--- src/rtl/bus_pkg.sv ---
// Shared definitions for the CPU bus fabric.
//   DRW_*            : encodings of the CPU data read/write command
//   SEL_W            : width of the module-select field in an address
//   ERR_DATA_DEFAULT : word returned on timed-out or unmapped accesses
//   rr_e             : which port wins a single-ported module conflict
package bus_pkg;

  localparam logic [1:0] DRW_NOP   = 2'b00;
  localparam logic [1:0] DRW_WRITE = 2'b01;
  localparam logic [1:0] DRW_READ  = 2'b10;

  localparam int SEL_W = 8;

  localparam logic [31:0] ERR_DATA_DEFAULT = 32'hDEADBEEF;

  typedef enum logic {
    RR_I = 1'b0,
    RR_D = 1'b1
  } rr_e;

endpackage

--- src/rtl/bus_decode.sv ---
// Address decoder for one CPU port.
//   addr     : CPU address (word aligned)
//   sel      : module-select field addr[SEL_LSB+7:SEL_LSB]
//   eff_addr : address with the select field zeroed, as seen by the module
//   mapped   : select value names an existing module slot
module bus_decode
  import bus_pkg::*;
#(
  parameter int NUM_MODS = 12,
  parameter int SEL_LSB  = 24
) (
  input  logic [31:0]      addr,
  output logic [SEL_W-1:0] sel,
  output logic [31:0]      eff_addr,
  output logic             mapped
);

  localparam logic [31:0] SEL_MASK = 32'h0000_00FF << SEL_LSB;

  assign sel      = addr[SEL_LSB +: SEL_W];
  assign eff_addr = addr & ~SEL_MASK;
  assign mapped   = int'(sel) < NUM_MODS;

endmodule

--- src/rtl/bus_fabric.sv ---
// CPU bus fabric: decodes the instruction and data ports onto NUM_MODS
// module slots, arbitrates single-ported modules round-robin, muxes read
// data back and runs a stall watchdog that reports bus errors.
//   clk, rst            : clock, asynchronous active-low reset
//   cpu_iaddr/cpu_daddr : instruction / data address from the CPU
//   cpu_drw             : data command (nop / write / read)
//   cpu_bus_data        : CPU write data
//   bus_cpu_inst/_data  : instruction / read data to the CPU
//   cpu_stall           : freezes the CPU pipeline
//   bus_err             : one-cycle pulse on timeout or unmapped access
//   bus_err_addr        : address of the most recent error
//   mod_ie/mod_de       : one-hot instruction / data enables
//   mod_iaddr/mod_daddr : addresses with the select field zeroed
//   mod_drw, mod_wdata  : gated command and write data to the modules
//   mod_inst/mod_data   : packed per-slot instruction / read data
//   mod_rdy             : per-slot access-complete strobe
module bus_fabric
  import bus_pkg::*;
#(
  parameter int                  NUM_MODS    = 12,
  parameter int                  SEL_LSB     = 24,
  parameter logic [NUM_MODS-1:0] SINGLE_PORT = '0,
  parameter int                  TIMEOUT     = 255,
  parameter logic [31:0]         ERR_DATA    = ERR_DATA_DEFAULT
) (
  input  logic                     clk,
  input  logic                     rst,
  input  logic [31:0]              cpu_iaddr,
  input  logic [31:0]              cpu_daddr,
  input  logic [1:0]               cpu_drw,
  input  logic [31:0]              cpu_bus_data,
  output logic [31:0]              bus_cpu_inst,
  output logic [31:0]              bus_cpu_data,
  output logic                     cpu_stall,
  output logic                     bus_err,
  output logic [31:0]              bus_err_addr,
  output logic [NUM_MODS-1:0]      mod_ie,
  output logic [NUM_MODS-1:0]      mod_de,
  output logic [31:0]              mod_iaddr,
  output logic [31:0]              mod_daddr,
  output logic [1:0]               mod_drw,
  output logic [31:0]              mod_wdata,
  input  logic [NUM_MODS*32-1:0]   mod_inst,
  input  logic [NUM_MODS*32-1:0]   mod_data,
  input  logic [NUM_MODS-1:0]      mod_rdy
);

  localparam int               CNT_W   = $clog2(TIMEOUT + 1);
  localparam logic [CNT_W-1:0] CNT_MAX = CNT_W'(TIMEOUT);

  logic [SEL_W-1:0] isel, dsel;
  logic             i_map, d_map;
  logic [31:0]      inst_sel, data_sel;
  logic             i_rdy, d_rdy, sp_hit;

  logic             d_active, conflict;
  logic             i_req, d_req, i_grant, d_grant, i_ok, d_ok;
  logic             i_pending, d_pending, raw_stall, expire;
  logic             err_now, d_err;
  logic [31:0]      err_addr_now;

  rr_e              rr_ptr;
  logic [CNT_W-1:0] stall_cnt;
  logic [31:0]      err_addr_q;
  // A port that completes while the other port is still stalling is marked
  // done, so it is not re-issued and its word is replayed from a hold reg.
  logic             i_done, d_done;
  logic [31:0]      inst_q, data_q;

  bus_decode #(.NUM_MODS(NUM_MODS), .SEL_LSB(SEL_LSB)) u_idec (
    .addr     (cpu_iaddr),
    .sel      (isel),
    .eff_addr (mod_iaddr),
    .mapped   (i_map)
  );

  bus_decode #(.NUM_MODS(NUM_MODS), .SEL_LSB(SEL_LSB)) u_ddec (
    .addr     (cpu_daddr),
    .sel      (dsel),
    .eff_addr (mod_daddr),
    .mapped   (d_map)
  );

  // Per-slot mux of read data, ready and the single-port flag.
  // NOTE: every variable written here gets a default first, otherwise an
  // unmatched select would leave it holding its old value (a latch).
  always_comb begin
    inst_sel = '0;
    data_sel = '0;
    i_rdy    = 1'b0;
    d_rdy    = 1'b0;
    sp_hit   = 1'b0;
    for (int n = 0; n < NUM_MODS; n++) begin
      if (isel == SEL_W'(n)) begin
        inst_sel = mod_inst[n*32 +: 32];
        i_rdy    = mod_rdy[n];
        sp_hit   = SINGLE_PORT[n];
      end
      if (dsel == SEL_W'(n)) begin
        data_sel = mod_data[n*32 +: 32];
        d_rdy    = mod_rdy[n];
      end
    end
  end

  // Arbitration. Requests are gated by rst so enables drop asynchronously.
  assign d_active = (cpu_drw != DRW_NOP);
  assign conflict = rst && i_map && d_active && d_map && (isel == dsel) && sp_hit;
  assign i_req    = rst && i_map && !i_done;
  assign d_req    = rst && d_active && d_map && !d_done;
  assign i_grant  = i_req && (!conflict || rr_ptr == RR_I);
  assign d_grant  = d_req && (!conflict || rr_ptr == RR_D);
  assign i_ok     = i_grant && i_rdy;
  assign d_ok     = d_grant && d_rdy;

  // Stall and watchdog. Expiry only happens while something is still
  // pending, so rdy arriving on the expiry cycle completes normally.
  assign i_pending = i_req && !i_ok;
  assign d_pending = d_req && !d_ok;
  assign raw_stall = i_pending || d_pending;
  assign expire    = raw_stall && (stall_cnt == CNT_MAX);
  assign cpu_stall = raw_stall && !expire;

  // Error reporting: unmapped accesses and expiries share one pulse; the
  // data address wins whenever the data port is involved.
  assign err_now      = (rst && (!i_map || (d_active && !d_map))) || expire;
  assign d_err        = (d_active && !d_map) || (expire && d_pending);
  assign err_addr_now = d_err ? cpu_daddr : cpu_iaddr;
  assign bus_err      = err_now;
  assign bus_err_addr = err_now ? err_addr_now : err_addr_q;

  always_comb begin
    mod_ie = '0;
    mod_de = '0;
    for (int n = 0; n < NUM_MODS; n++) begin
      if (i_grant && isel == SEL_W'(n)) mod_ie[n] = 1'b1;
      if (d_grant && dsel == SEL_W'(n)) mod_de[n] = 1'b1;
    end
  end

  assign mod_drw   = d_grant ? cpu_drw : DRW_NOP;
  assign mod_wdata = cpu_bus_data;

  always_comb begin
    if (!i_map)                   bus_cpu_inst = ERR_DATA;
    else if (i_done)              bus_cpu_inst = inst_q;
    else if (expire && i_pending) bus_cpu_inst = ERR_DATA;
    else if (i_grant)             bus_cpu_inst = inst_sel;
    else                          bus_cpu_inst = '0;
  end

  always_comb begin
    if (!d_active)                bus_cpu_data = '0;
    else if (!d_map)              bus_cpu_data = ERR_DATA;
    else if (d_done)              bus_cpu_data = data_q;
    else if (expire && d_pending) bus_cpu_data = ERR_DATA;
    else if (d_grant)             bus_cpu_data = data_sel;
    else                          bus_cpu_data = '0;
  end

  // NOTE: state registers use non-blocking assignments so every flop samples
  // the pre-edge values regardless of statement order.
  always_ff @(posedge clk or negedge rst) begin
    if (!rst) begin
      rr_ptr     <= RR_I;
      stall_cnt  <= '0;
      err_addr_q <= '0;
      i_done     <= 1'b0;
      d_done     <= 1'b0;
    end else begin
      if (conflict && (i_ok || d_ok))
        rr_ptr <= (rr_ptr == RR_I) ? RR_D : RR_I;
      stall_cnt <= cpu_stall ? stall_cnt + CNT_W'(1) : '0;
      if (err_now)
        err_addr_q <= err_addr_now;
      i_done <= cpu_stall && (i_done || i_ok);
      d_done <= cpu_stall && (d_done || d_ok);
    end
  end

  // NOTE: the hold registers carry data only and are qualified by the done
  // flags, so they need no reset.
  always_ff @(posedge clk) begin
    if (cpu_stall && i_ok) inst_q <= inst_sel;
    if (cpu_stall && d_ok) data_q <= data_sel;
  end

endmodule

--- config.mk ---
export PLATFORM = sky130hd
export DESIGN_NAME = bus_fabric
export DESIGN_NICKNAME = d
export VERILOG_FILES = /design/src/rtl/bus_pkg.sv /design/src/rtl/bus_decode.sv /design/src/rtl/bus_fabric.sv
export SDC_FILE = /design/constraint.sdc
export NUM_CORES = 1
export LEC_CHECK = 0
export BUFFER_PORTS_ARGS = -buffer_cell sky130_fd_sc_hd__clkbuf_2
export CELL_PAD_IN_SITES_DETAIL_PLACEMENT = 2
export CELL_PAD_IN_SITES_GLOBAL_PLACEMENT = 2
export CORE_AREA = 2 2 423 425
export CTS_CLUSTER_DIAMETER = 50
export DETAILED_ROUTE_END_ITERATION = 10
export DIE_AREA = 0 0 425 427
export PLACE_DENSITY_LB_ADDON = 0.12
export SKIP_LAST_GASP = 1
export SLEW_MARGIN = 20
export SYNTH_ARGS = -nofsm -noshare
export SYNTH_HDL_FRONTEND = slang
export SYNTH_SLANG_ARGS = --single-unit
export TNS_END_PERCENT = 20
--- constraint.sdc ---
create_clock -name clk -period 7.9 [get_ports clk]
set_input_delay 0.79 -clock clk [delete_from_list [all_inputs] [get_ports clk]]
set_output_delay 0.79 -clock clk [all_outputs]
set_load 0.03 [all_outputs]
; Word-level counts from Yosys, hierarchy flattened
; Index checks and enable logic that the tools add are counted.
; W data, S select, Z words.
[op_classes]
mux = 85
eq_ne = 23
add_sub_neg = 1
reduce_logical = 59
n_lt_le_gt_ge = 2
[ops]
columns = operator, n
row1 = $mux W32, 35
row2 = $eq A8 B3 Y1 const B, 8
row3 = $eq A8 B4 Y1 const B, 8
row4 = $mux W1, 48
row5 = $logic_and A1 B1 Y1, 43
row6 = $eq A8 B2 Y1 const B, 4
row7 = $eq A8 B1 Y1 const B, 2
row8 = $logic_not A8 Y1, 2
row9 = $lt A8 B4 Y1 const B, 2
row10 = $add A8 B1 Y8 const B, 1
row11 = $eq A8 B8 Y1 const B, 1
row12 = $mux W8, 1
row13 = $logic_not A1 Y1, 7
row14 = $logic_or A1 B1 Y1, 6
row15 = $mux W2, 1
row16 = $reduce_bool A2 Y1, 1
[totals]
elab_cells = 176
register_bits = 106
inputBits = 880

; Depth between registers and ports, before layout
[logic_depth]
ltp_word = 23
mapped_depth = 12

; Modules after synthesis
; A second synthesis with hierarchy kept.
[hier_totals]
cells_unflattened = 1478
hier_area_um2 = 13198.9
[by_module_without_submodules]
columns = module, cells_per_inst, n_inst, area_per_inst_um2
row1 = bus_fabric, 1392, 1, 12565.8
row2 = bus_decode, 43, 2, 316.6

; Worst setup path after synthesis
; No wires, ideal clock.
[synth_timing]
kind = input to register
startpoint = input cpu_iaddr[29]
endpoint = register inst_q[0], enable pin
path_buffers = 4
path_slack_ns = 1.834
setup_ns = 0.502
cell_stages = 8
arrival_ns = 5.565
path_cell_list = or4_1 > buf_2 > buf_2 > buf_2 > a21oi_2 > nand3b_1 > buf_2 > nor4_1
[synth_between]
elab_chain_len = 21
elab_cells_between_ends = 35
[synth_lines]
columns = element, line
row1 = start: declaration, bus_fabric.sv:28  ; input logic [31:0] cpu_iaddr,
row2 = $logic_not A8 Y1, bus_fabric.sv:94  ; if (isel == SEL_W'(n)) begin
row3 = $mux W1 (12 in a row), bus_fabric.sv:94
row4 = $logic_and A1 B1 Y1, bus_fabric.sv:113  ; assign i_ok = i_grant && i_rdy;
row5 = $logic_not A1 Y1, bus_fabric.sv:118  ; assign i_pending = i_req && !i_ok;
row6 = $logic_and A1 B1 Y1, bus_fabric.sv:118
row7 = $logic_or A1 B1 Y1, bus_fabric.sv:120  ; assign raw_stall = i_pending || d_pending;
row8 = $logic_and A1 B1 Y1, bus_fabric.sv:121  ; assign expire = raw_stall && (stall_cnt == CNT_MAX);
row9 = $logic_not A1 Y1, bus_fabric.sv:122  ; assign cpu_stall = raw_stall && !expire;
row10 = $logic_and A1 B1 Y1, bus_fabric.sv:122
row11 = $logic_and A1 B1 Y1 *, bus_fabric.sv:184  ; if (cpu_stall && i_ok) inst_q <= inst_sel;
row12 = end signal: assignment, bus_fabric.sv:184
row13 = end: declaration, bus_fabric.sv:68  ; logic [31:0] inst_q, data_q;
; Mark *: on every way between the ends. The rest lies on a longest branch, timed or not.
; A chain may end at the register's enable or synchronous reset.

; Worst setup path after layout
[layout_timing]
startpoint = input cpu_iaddr[27]
endpoint = output bus_err_addr[26]
[layout_between]
elab_chain_len = 22
elab_cells_between_ends = 40
[layout_lines]
columns = element, line
row1 = $logic_not A8 Y1, bus_fabric.sv:94
row2 = $mux W1 (12 in a row), bus_fabric.sv:94
row3 = $logic_and A1 B1 Y1, bus_fabric.sv:113
row4 = $logic_not A1 Y1, bus_fabric.sv:118
row5 = $logic_and A1 B1 Y1, bus_fabric.sv:118
row6 = $logic_or A1 B1 Y1, bus_fabric.sv:120
row7 = $logic_and A1 B1 Y1, bus_fabric.sv:121
row8 = $logic_and A1 B1 Y1, bus_fabric.sv:127  ; assign d_err = (d_active && !d_map) || (expire && d_pending);
row9 = $logic_or A1 B1 Y1, bus_fabric.sv:127
row10 = $mux W32, bus_fabric.sv:128  ; assign err_addr_now = d_err ? cpu_daddr : cpu_iaddr;
row11 = $mux W32 *, n/a
row12 = end: declaration, bus_fabric.sv:36  ; output logic [31:0] bus_err_addr,
; Marked as above.

==> flow_summary_export.csv <==
group,metric,value,unit
floorplanning,die_y,427,um
cells_and_area,layout.nets,3361,
sta,fmax,174,MHz
sta,setup_tns,0,ns
sta,tightest_slew,1.20,ns
drt,route.antenna.remaining_nets,0,
drt,wl_per_cell,34.0,um
setup_path,path_buf_inv,4,
setup_path,cpPeakStageDelay,0.88,ns
sta,finalCriticalPeriod,5.76,ns
setup_path,path_delay_family,"compound AO/OA/AOI/OAI gates",
logic_synthesis,synth_area,14200,um^2
floorplanning,coreArea,177000,um^2
floorplanning,num_rows,155,
cts,ctsHtreeMaxLevel,3,
global_route,grt_max_degree,95,
power,net-switching-power,0.915,mW
global_route,grt_pass1_vias,20154,
cts,cts_made_buffers,9,
placed_design,placed_area,21400,um^2
sta,slew_headroom,19.2,%
logic_synthesis,syn_area_per_cell,8.58,um^2
logic_synthesis,synth_cell_types,85,
cts,cts_setup_buffers,0,
cts,cts_tree,"built",
power,power,2.11,mW
drt,dr.pass1.iters,7,
logic_synthesis,yosysTopAreaCell,"edfxtp_1",
floorplanning,die-area,181000,um^2
floorplanning,die_w,425,um
sta,drv_slew,0,
power,p_seq_share,29.1,%
logic_synthesis,netlist_instances,1650,
cts,root_buffer,"clkbuf_16",
power,p_int,1.19,mW
drt,drc,0,
global_route,grt_usage,17.4,%
sta,rsz0062_at_grt,"no",
floorplanning,initial_utilization,7.98,%
sta,post-route-period-util,73.0,%
setup_path,start_kind,"input port",
power,p_comb_share,45.9,%
setup_path,reg2reg_from,"stall_cnt[0]$_DFF_PN0_",
cells_and_area,drive_gt1_share,50.7,%
drt,drt_iter0_markers,1202,
cts,clkTransAtPathRegs,0.10,ns
setup_path,critPathKind,"in2out",
min_path,hold_class,"in2async",
global_route,grt_pass1_wl,209,mm
setup_path,crit_fanout,33,
placed_design,hpwlAfterDp,142,mm
sta,holdWs,0.313,ns
setup_path,endpoint_kind,"output port",
power,netSwitchingFraction,43.4,%
setup_path,critical_path.slowest_cell,"a211oi_1",
logic_synthesis,synth_top_area_share,13.6,%
logic_synthesis,yosys_warnings,0,
setup_path,rr_worst_depth,8,
setup_path,path_cells,"clkbuf_2 > buf_4 > nor2b_1 > nand3_1 > a211oi_1 > o211ai_2 > o211ai_4 > buf_4 > mux2_1 > clkbuf_2",
power,power_leakage,8.93,nW
cts,clockBufferDepth,2,
floorplanning,ios,1100,
cells_and_area,layout_commonest_cell,"clkbuf_2",
logic_synthesis,ys_top_cells_by_area,"edfxtp_1, mux4_2, dfrtp_1",
placed_design,gp_congestion,0.887,
global_route,grt_overflow,0,
drt,vias_per_cell,3.87,
power,vdd_drop_max,0.133,mV
logic_synthesis,async_flop_share,39.6,%
drt,vias,18803,
logic_synthesis,synth-edff-count,64,
setup_path,r2r-end,"err_addr_q[27]$_DFF_PN0_",
cells_and_area,mostFrequentLayoutCells,"clkbuf_2, nand2_1, a21oi_1, o21ai_0, nor2_1",
power,power.density,96.9,nW/um^2
cts,clock_latency,0.44,ns
logic_synthesis,ys_seq_area_share,21.0,%
global_route,antenna_found_initial,96,
setup_path,worstPathRequired,7.11,ns
logic_synthesis,ys.flop_type,"edfxtp_1",
drt,routed_wl,165,mm
logic_synthesis,ys_ff_latch,106,
power,clkPwrFrac,25.0,%
cts,cts_sinks,106,
sta,clock_skew,0.0265,ns
cts,cts_hold_buf,0,
cells_and_area,final_cell_area,21700,um^2
setup_path,reg2reg_slack,4.39,ns
setup_path,worst-endpoint-arrival,4.97,ns
placed_design,place.port_buffers,1019,
sta,hold_viol,0,
cells_and_area,area_delta_synth_final,53.6,%
sta,setup-violations-final,0,
run,cap_viol_max_count,0,
status,status,"finished clean",
cts,post_cts_resized,0,
Yosys cell counts, types with 17 or more instances:
master and number:
mux2_2 41, dfrtp_1 42, a31oi_1 23, a22o_1 24
o211ai_1 21, buf_4 98, mux2i_1 67, and2_1 23
nor3_1 37, mux4_2 76, o2bb2ai_1 22, and3_1 33
nand2_1 132, nor2_1 92, o21a_1 17, a211o_1 26
nand3_1 36, a21oi_1 124, o22ai_1 36, buf_2 67
edfxtp_1 64, buf_1 19, o21ai_0 108, a32oi_1 40
clkbuf_1 80, a22oi_1 55, mux2_1 26
per-stage QoR:
step | instances | utilization [%] | worst slack [ns]
2_1_floorplan | 1665 | - | 1.83
3_3_place_gp | 4819 | 12.0 | 1.95
3_5_place_dp | 4823 | 12.1 | 1.82
4_1_cts | 4839 | 12.2 | 1.83
5_1_grt | 4848 | 12.3 | 2.09
6_report | 4856 | 12.3 | 2.14
state kept, by name, summed over array words and instances, names as in the netlist:
signal	count
d_done	1
data_q	32
err_addr_q	32
i_done	1
inst_q	32
stall_cnt	8
power by group through the flow:
stage	Combinational [mW]	Sequential, mW	Clock, mW
3_5_place_dp	0.977	0.626	0
5_1_grt	1.03	0.616	0.571
3_3_place_gp	0.970	0.625	0
2_1_floorplan	0.490	0.623	0
6_report	0.966	0.613	0.528
4_1_cts	0.981	0.614	0.569
cell families (layout without fill, tap and decap cells):
kind of cell             count (synthesis)  in the layout  share of synthesized area, %
AO/OA/AOI/OAI                          617            617                          30.5
AND/OR/NAND/NOR                        430            430                          15.1
buffers and inverters                  279           1099                          10.8
multiplexers                           210            210                          22.2
flip-flops                             106            106                          21.0
XOR/XNOR                                 6              6                         0.371
adder cells (fa/ha/maj)                  1              1                        0.0884
other                                    1             32                        0.0265
per-layer routing:
layer  vias up  share of wire, %  GRT usage (%)
li1       8077                 -              -
met1      9765                44           22.6
met2       707                50           30.1
met3       210               4.6           2.94
met4        44               1.8           3.65
met5         -              0.15              0
how the worst max path moves through the flow:
stage                        startpoint                  end  slack [ns]  cells after the start
final                     cpu_iaddr[27]     bus_err_addr[26]        2.14                     10
after CTS                 cpu_daddr[25]     bus_err_addr[27]        1.83                      9
after floorplan           cpu_iaddr[29]  inst_q[0]$_DFFE_PP_        1.83                      8
after global routing      cpu_iaddr[27]     bus_err_addr[14]        2.09                     10
after detailed placement  cpu_daddr[25]     bus_err_addr[27]        1.82                      9
after global placement    cpu_daddr[25]     bus_err_addr[27]        1.95                      9
final cells by class:
class,instances,area [um^2]
diodes,16,40.0
flip-flops and latches,106,2970
well taps,2355,2950
clock inverters,7,63.8
fillers,21036,156000
clock buffers,9,225
inverters,11,41.3
repair buffers,1072,5590
multi-input cells,1280,9850
Note: power is estimated with default switching activity, not from simulation.
